==> src/rtl/fp32_to_bcd_seq.sv <==
// Sequential IEEE-754 single to signed BCD converter (INT_DIGITS.FRAC_DIGITS) with start/ready/done handshake.
// Define FP2BCD_ROUND_EN to add a guard digit and round-half-up instead of truncating the fraction.
module fp32_to_bcd_seq #(
  parameter int INT_DIGITS  = 4,
  parameter int FRAC_DIGITS = 6
) (
  input  logic                     CLK,
  input  logic                     RST,
  input  logic                     start,
  input  logic [31:0]              in,
  output logic                     ready,
  output logic                     done,
  output logic                     sign,
  output logic [4*INT_DIGITS-1:0]  int_bcd,
  output logic [4*FRAC_DIGITS-1:0] frac_bcd,
  output logic                     ovf,
  output logic                     nan,
  output logic                     inf,
  output logic                     zero
);

`ifdef FP2BCD_ROUND_EN
  localparam int NF = FRAC_DIGITS + 1;
  typedef enum logic [2:0] {S_IDLE, S_UNPACK, S_INT, S_FRAC, S_ROUND, S_DONE} state_t;
`else
  localparam int NF = FRAC_DIGITS;
  typedef enum logic [2:0] {S_IDLE, S_UNPACK, S_INT, S_FRAC, S_DONE} state_t;
`endif
  localparam int IW = 4*INT_DIGITS;
  localparam int FW = 4*FRAC_DIGITS;

  state_t state, state_nx;

  logic [31:0]     op;
  logic [31:0]     dd;
  logic [23:0]     bin;
  logic [31:0]     fr;
  logic [4*NF-1:0] fdig;
  logic [4:0]      cnt;
  logic            sp_nan, sp_inf, sp_zero, sp_ovf;
  logic            rnd_ovf;

  logic [7:0]      ex;
  logic [22:0]     fm;
  logic [23:0]     mant;
  logic            is_nan, is_inf, is_zero, is_big, special;
  logic [55:0]     x;
  logic [31:0]     dd_adj;
  logic [35:0]     p;
  logic [4*NF+3:0] fsh;
  logic            int_hi;

  always_comb begin
    ex      = op[30:23];
    fm      = op[22:0];
    mant    = {1'b1, fm};
    is_nan  = (ex == 8'hFF) && (fm != 23'd0);
    is_inf  = (ex == 8'hFF) && (fm == 23'd0);
    is_zero = (ex == 8'd0);
    is_big  = (ex >= 8'd151) && (ex != 8'hFF);
    special = is_nan || is_inf || is_zero || is_big;
    // Q24.32 alignment: binary point sits between x[32] and x[31].
    if (ex >= 8'd118) x = {32'd0, mant} << (ex - 8'd118);
    else              x = {32'd0, mant} >> (8'd118 - ex);
  end

  always_comb begin
    dd_adj = dd;
    for (int i = 0; i < 8; i++) begin
      if (dd[4*i +: 4] >= 4'd5) dd_adj[4*i +: 4] = dd[4*i +: 4] + 4'd3;
    end
  end

  assign p      = ({4'd0, fr} << 3) + ({4'd0, fr} << 1);
  assign fsh    = {fdig, p[35:32]};
  assign int_hi = |dd[31:IW];

`ifdef FP2BCD_ROUND_EN
  logic [IW+FW-1:0] rchain;
  logic             rcarry;
  logic [4:0]       rsum;

  always_comb begin
    rchain = {dd[IW-1:0], fdig[4*NF-1:4]};
    rcarry = (fdig[3:0] >= 4'd5);
    rsum   = 5'd0;
    for (int i = 0; i < INT_DIGITS + FRAC_DIGITS; i++) begin
      rsum = {1'b0, rchain[4*i +: 4]} + {4'd0, rcarry};
      if (rsum >= 5'd10) begin
        rchain[4*i +: 4] = 4'd0;
        rcarry           = 1'b1;
      end else begin
        rchain[4*i +: 4] = rsum[3:0];
        rcarry           = 1'b0;
      end
    end
  end
`endif

  assign ready = (state == S_IDLE) && !done;

  always_ff @(posedge CLK) begin
    if (RST) state <= S_IDLE;
    else     state <= state_nx;
  end

  always_comb begin
    state_nx = state;
    case (state)
      S_IDLE:   if (start && ready) state_nx = S_UNPACK;
      S_UNPACK: state_nx = special ? S_DONE : S_INT;
      S_INT:    if (cnt == 5'd22) state_nx = S_FRAC;
`ifdef FP2BCD_ROUND_EN
      S_FRAC:   if (cnt == 5'(NF-1)) state_nx = S_ROUND;
      S_ROUND:  state_nx = S_DONE;
`else
      S_FRAC:   if (cnt == 5'(NF-1)) state_nx = S_DONE;
`endif
      S_DONE:   state_nx = S_IDLE;
      default:  state_nx = S_IDLE;
    endcase
  end

  always_ff @(posedge CLK) begin
    if (RST) begin
      op       <= 32'd0;
      dd       <= 32'd0;
      bin      <= 24'd0;
      fr       <= 32'd0;
      fdig     <= '0;
      cnt      <= 5'd0;
      sp_nan   <= 1'b0;
      sp_inf   <= 1'b0;
      sp_zero  <= 1'b0;
      sp_ovf   <= 1'b0;
      rnd_ovf  <= 1'b0;
      done     <= 1'b0;
      sign     <= 1'b0;
      int_bcd  <= '0;
      frac_bcd <= '0;
      ovf      <= 1'b0;
      nan      <= 1'b0;
      inf      <= 1'b0;
      zero     <= 1'b0;
    end else begin
      done <= 1'b0;
      case (state)
        S_IDLE: begin
          if (start && ready) op <= in;
        end
        S_UNPACK: begin
          sp_nan  <= is_nan;
          sp_inf  <= is_inf;
          sp_zero <= is_zero;
          sp_ovf  <= is_big;
          rnd_ovf <= 1'b0;
          cnt     <= 5'd0;
          fdig    <= '0;
          if (special) begin
            dd  <= 32'd0;
            bin <= 24'd0;
            fr  <= 32'd0;
          end else begin
            // First double-dabble step needs no add-3 since all digits start at zero.
            dd  <= {31'd0, x[55]};
            bin <= {x[54:32], 1'b0};
            fr  <= x[31:0];
          end
        end
        S_INT: begin
          dd  <= {dd_adj[30:0], bin[23]};
          bin <= {bin[22:0], 1'b0};
          cnt <= (cnt == 5'd22) ? 5'd0 : cnt + 5'd1;
        end
        S_FRAC: begin
          fdig <= fsh[4*NF-1:0];
          fr   <= p[31:0];
          cnt  <= cnt + 5'd1;
        end
`ifdef FP2BCD_ROUND_EN
        S_ROUND: begin
          dd[IW-1:0]     <= rchain[IW+FW-1:FW];
          fdig[4*NF-1:4] <= rchain[FW-1:0];
          rnd_ovf        <= rcarry;
        end
`endif
        S_DONE: begin
          done     <= 1'b1;
          sign     <= op[31] && !sp_nan;
          int_bcd  <= dd[IW-1:0];
          frac_bcd <= fdig[4*NF-1 -: FW];
          ovf      <= sp_ovf || int_hi || rnd_ovf;
          nan      <= sp_nan;
          inf      <= sp_inf;
          zero     <= sp_zero;
        end
        default: ;
      endcase
    end
  end

endmodule

==> config.mk <==
export PLATFORM = sky130hd
export DESIGN_NAME = fp32_to_bcd_seq
export DESIGN_NICKNAME = d
export VERILOG_FILES = /design/src/rtl/fp32_to_bcd_seq.sv
export SDC_FILE = /design/constraint.sdc
export NUM_CORES = 1
export LEC_CHECK = 0
export BUFFER_PORTS_ARGS = -buffer_cell sky130_fd_sc_hd__buf_2
export CORE_MARGIN = 2
export CORE_UTILIZATION = 60
export CTS_CLUSTER_SIZE = 24
export DETAILED_ROUTE_END_ITERATION = 12
export PLACE_DENSITY = 0.75
export SKIP_LAST_GASP = 1
export SYNTH_ARGS = -nofsm -noshare
export SYNTH_HDL_FRONTEND = slang
export SYNTH_SLANG_ARGS = --single-unit
==> constraint.sdc <==
create_clock -name CLK -period 3.7 [get_ports CLK]
set_input_delay 0.74 -clock CLK [delete_from_list [all_inputs] [get_ports CLK]]
set_output_delay 0.74 -clock CLK [all_outputs]
set_load 0.02 [all_outputs]
==> summary.txt <==
area growth from synthesis to layout: 10.2%
via count: 13400
count of maximum capacitance violations: 0
multi-input combinational cell area: 8740 um2
footprint of the flip-flops and latches: 4030 um2
worst-path maximum fanout: 15
total wirelength of the detailed-routed design: 40600 um
dominant register cell in the synthesized netlist: sky130_fd_sc_hd__dfxtp_1
hold violation count in the final report: 0
pin count of the biggest net entering global routing: 79
Synth area leaders: sky130_fd_sc_hd__dfxtp_1 (30%), sky130_fd_sc_hd__nand2_1 (8.9%), sky130_fd_sc_hd__a21oi_1 (7.9%)
fill cell count: 1923
final antenna-violating net count: 0
Yosys reg bits: 201
final critical-path required period: 3320 ps
drt via density: 6.42
number of buffers added on ports: 81
insertion delay of the later-clocked pin in the worst-skew pair: 510 ps
Die X: 153 um
met2 layer wire length in the routed design: 17700 um
detailed router's first-iteration violation count: 1341
most frequent standard cell in the layout excluding fill and tap cells: sky130_fd_sc_hd__nand2_1
YS warnings: 0
number of buffers inserted to repair setup after CTS: 0
setup TNS: 0 ps
number of global-route vias before repair: 12100
required time at the worst-slack endpoint: 4100 ps
length of the first detailed-routing pass in iterations: 8
most frequent cells in the layout: sky130_fd_sc_hd__nand2_1 (319), sky130_fd_sc_hd__a21oi_1 (211), sky130_fd_sc_hd__dfxtp_1 (200), sky130_fd_sc_hd__nor2_1 (124), sky130_fd_sc_hd__o21ai_0 (108)
run status: finished clean
met3 WL: 3490 um
post-detailed-route DRC marker count: 0
fmax: 301 MHz
Hold/Removal Path Class: flip-flop to flip-flop
die height: 153 um
nets@finish: 1888
HPWL after detailed placement: 28800 um
register area share after synthesis: 30.0%
fraction of registers with async set or reset after synthesis: 0%
Arr. time, crit path: 3710 ps
maximum clock path buffer count: 3
Post-synth EDFFs: 0
LEAKAGE: 5.53 nW
cell chosen for the clock root: sky130_fd_sc_hd__clkbuf_16
core box area: 21900 um2
Mapped Area: 13400 um2
power per cell area: 590 nW/um2
max-slew violation count: 0
full die area: 23600 um2
routability cong.: 1.04
H-tree lvl count: 1
RSZ-0062 raised after global routing: no
number of resized instances in the post-cts repair step: 0
crit path max-delay cell type: sky130_fd_sc_hd__ha_1
starting density of the core: 61.2%
synthesized netlist cell count: 1777
start point of the critical path: op[25]$_SDFFE_PP0P_
Reg-to-Reg Start: op[25]$_SDFFE_PP0P_
total nets after synthesis: 1871
CTS tree: yes
Metal-1 WL: 17900 um
part of the cycle the worst path needs: 89.7%
top-area cell type share of the netlist area: 30.0%
worst-case clock skew: 15.2 ps
number of different library cells in the post-synthesis netlist: 85
clock buffer count from CTS: 22
number of placed I/O pins: 82
clock-pin slew on the worst setup and hold paths: 70 ps
worst voltage drop across the vdd grid: 0.443 mV
antenna violations before repair: 0
Worst path max stage delay: 670 ps
total power of the final layout: 8.71 mW
clock tree sinks: 201
diode insertion count for antenna repair: 0
fraction of final layout cells sized beyond drive strength 1: 12.2%
beginning of the worst hold path: frac_bcd[13]$_SDFFE_PP0P_
aggregate global routing overflow: 0
site row count: 54
uppermost metal layer occupied by signal nets: met4
kind of start point of the critical path: flip-flop
measured slew at the worst slew-check pin: 981 ps
synthesized area per cell: 7.54 um2
worst-path cell chain: ha_1 -> clkinv_1 -> mux4_2 -> a21oi_1 -> o21ai_1 -> a221oi_1 -> nor2_1
count of hold-fix buffers inserted at cts: 0
Overall Global Routing Usage: 33.3%
final routed wire length divided by cell count: 19.4 um
worst-case headroom to the max-slew limit: 34.4%
final setup fails: 0
area leader, netlist: sky130_fd_sc_hd__dfxtp_1
wire length of the first global-routing pass: 64900 um
crit path kind: flip-flop to flip-flop
kind of end point of the critical path: flip-flop
==> power breakdown <==
part | switching (mW) | internal, mW
registers | 0.297 | 2.35
logic | 2.45 | 1.12
clock network | 0.938 | 1.55
==> cells in the mapped netlist (all sizes together), types with 6 or more instances <==
cell,instances
xnor2,28
or3,12
mux2i,56
nor4,11
o22ai,26
a21o,8
mux4,16
nor2b,7
a31oi,10
clkbuf,91
and3,19
o211ai,11
a222oi,10
xor2,21
nand3,68
o21ai,114
inv,34
nand4,13
o21a,14
nand2,319
mux2,21
nor3,61
buf,36
and2,13
dfxtp,201
a21oi,213
a32oi,6
ha,58
a211oi,19
a22oi,30
nor2,127
a221oi,12
nand2b,21
==> per-layer routing <==
| metal | track usage, % | up-vias |
|---|---|---|
| met5 | 0 | - |
| li1 | - | 6436 |
| met3 | 4.91 | 97 |
| met1 | 48.3 | 6238 |
| met2 | 50.8 | 639 |
| met4 | 11.3 | 0 |
==> kinds of logic after synthesis <==
kind of cell             synth area share, %
AND/OR/NAND/NOR                         23.3
AO/OA/AOI/OAI                           24.1
flip-flops                              30.0
buffers and inverters                   5.04
multiplexers                            8.63
adder cells (fa/ha/maj)                 5.56
XOR/XNOR                                3.37
==> area by class of cell <==
cell class | instances | share of cell area (%)
clock inverters | 11 | 1.29
clock buffers | 28 | 4.23
inverters | 36 | 0.915
well taps | 280 | 2.37
multi-input cells | 1413 | 59.2
repair buffers | 120 | 4.77
flip-flops and latches | 201 | 27.2
==> registers in the layout, summed over array words and instances, names as in the netlist, 3 cells and up <==
register  flops
fr           32
bin          23
op           32
cnt           5
int_bcd      16
dd           32
frac_bcd     24
fdig         24
state         3
==> critical path: cells and delay by family, from the launching register on <==
kind | cells | cell delay (ps)
AOI/OAI and AO/OA | 3 | 770
muxes | 1 | 650
adders and majority gates | 1 | 670
DFF | 1 | 450
buffers and inverters | 1 | 590
and+or+nand+nor | 1 | 80
==> per-stage QoR <==
stage,instance area (um2),worst slack [ps],hold WS [ps],util [%],cells
5_1_grt,14800,138,460,67.5,2089
2_1_floorplan,13400,601,432,-,1777
3_5_place_dp,14000,446,444,63.8,2050
3_3_place_gp,14000,564,437,63.8,2050
4_1_cts,14800,444,444,67.5,2089
6_report,14800,383,449,67.5,2089
==> final timing paths <==
kind | endpoint | slack [ps] | cells after the start
worst min register to register | frac_bcd[13]$_SDFFE_PP0P_ | 450 | 2
worst max-delay path | fr[16]$_SDFFE_PP0P_ | 380 | 7
worst max register to register | fr[16]$_SDFFE_PP0P_ | 380 | 7
worst min-delay path | frac_bcd[13]$_SDFFE_PP0P_ | 450 | 2
Note: power is estimated with default switching activity, not from simulation.
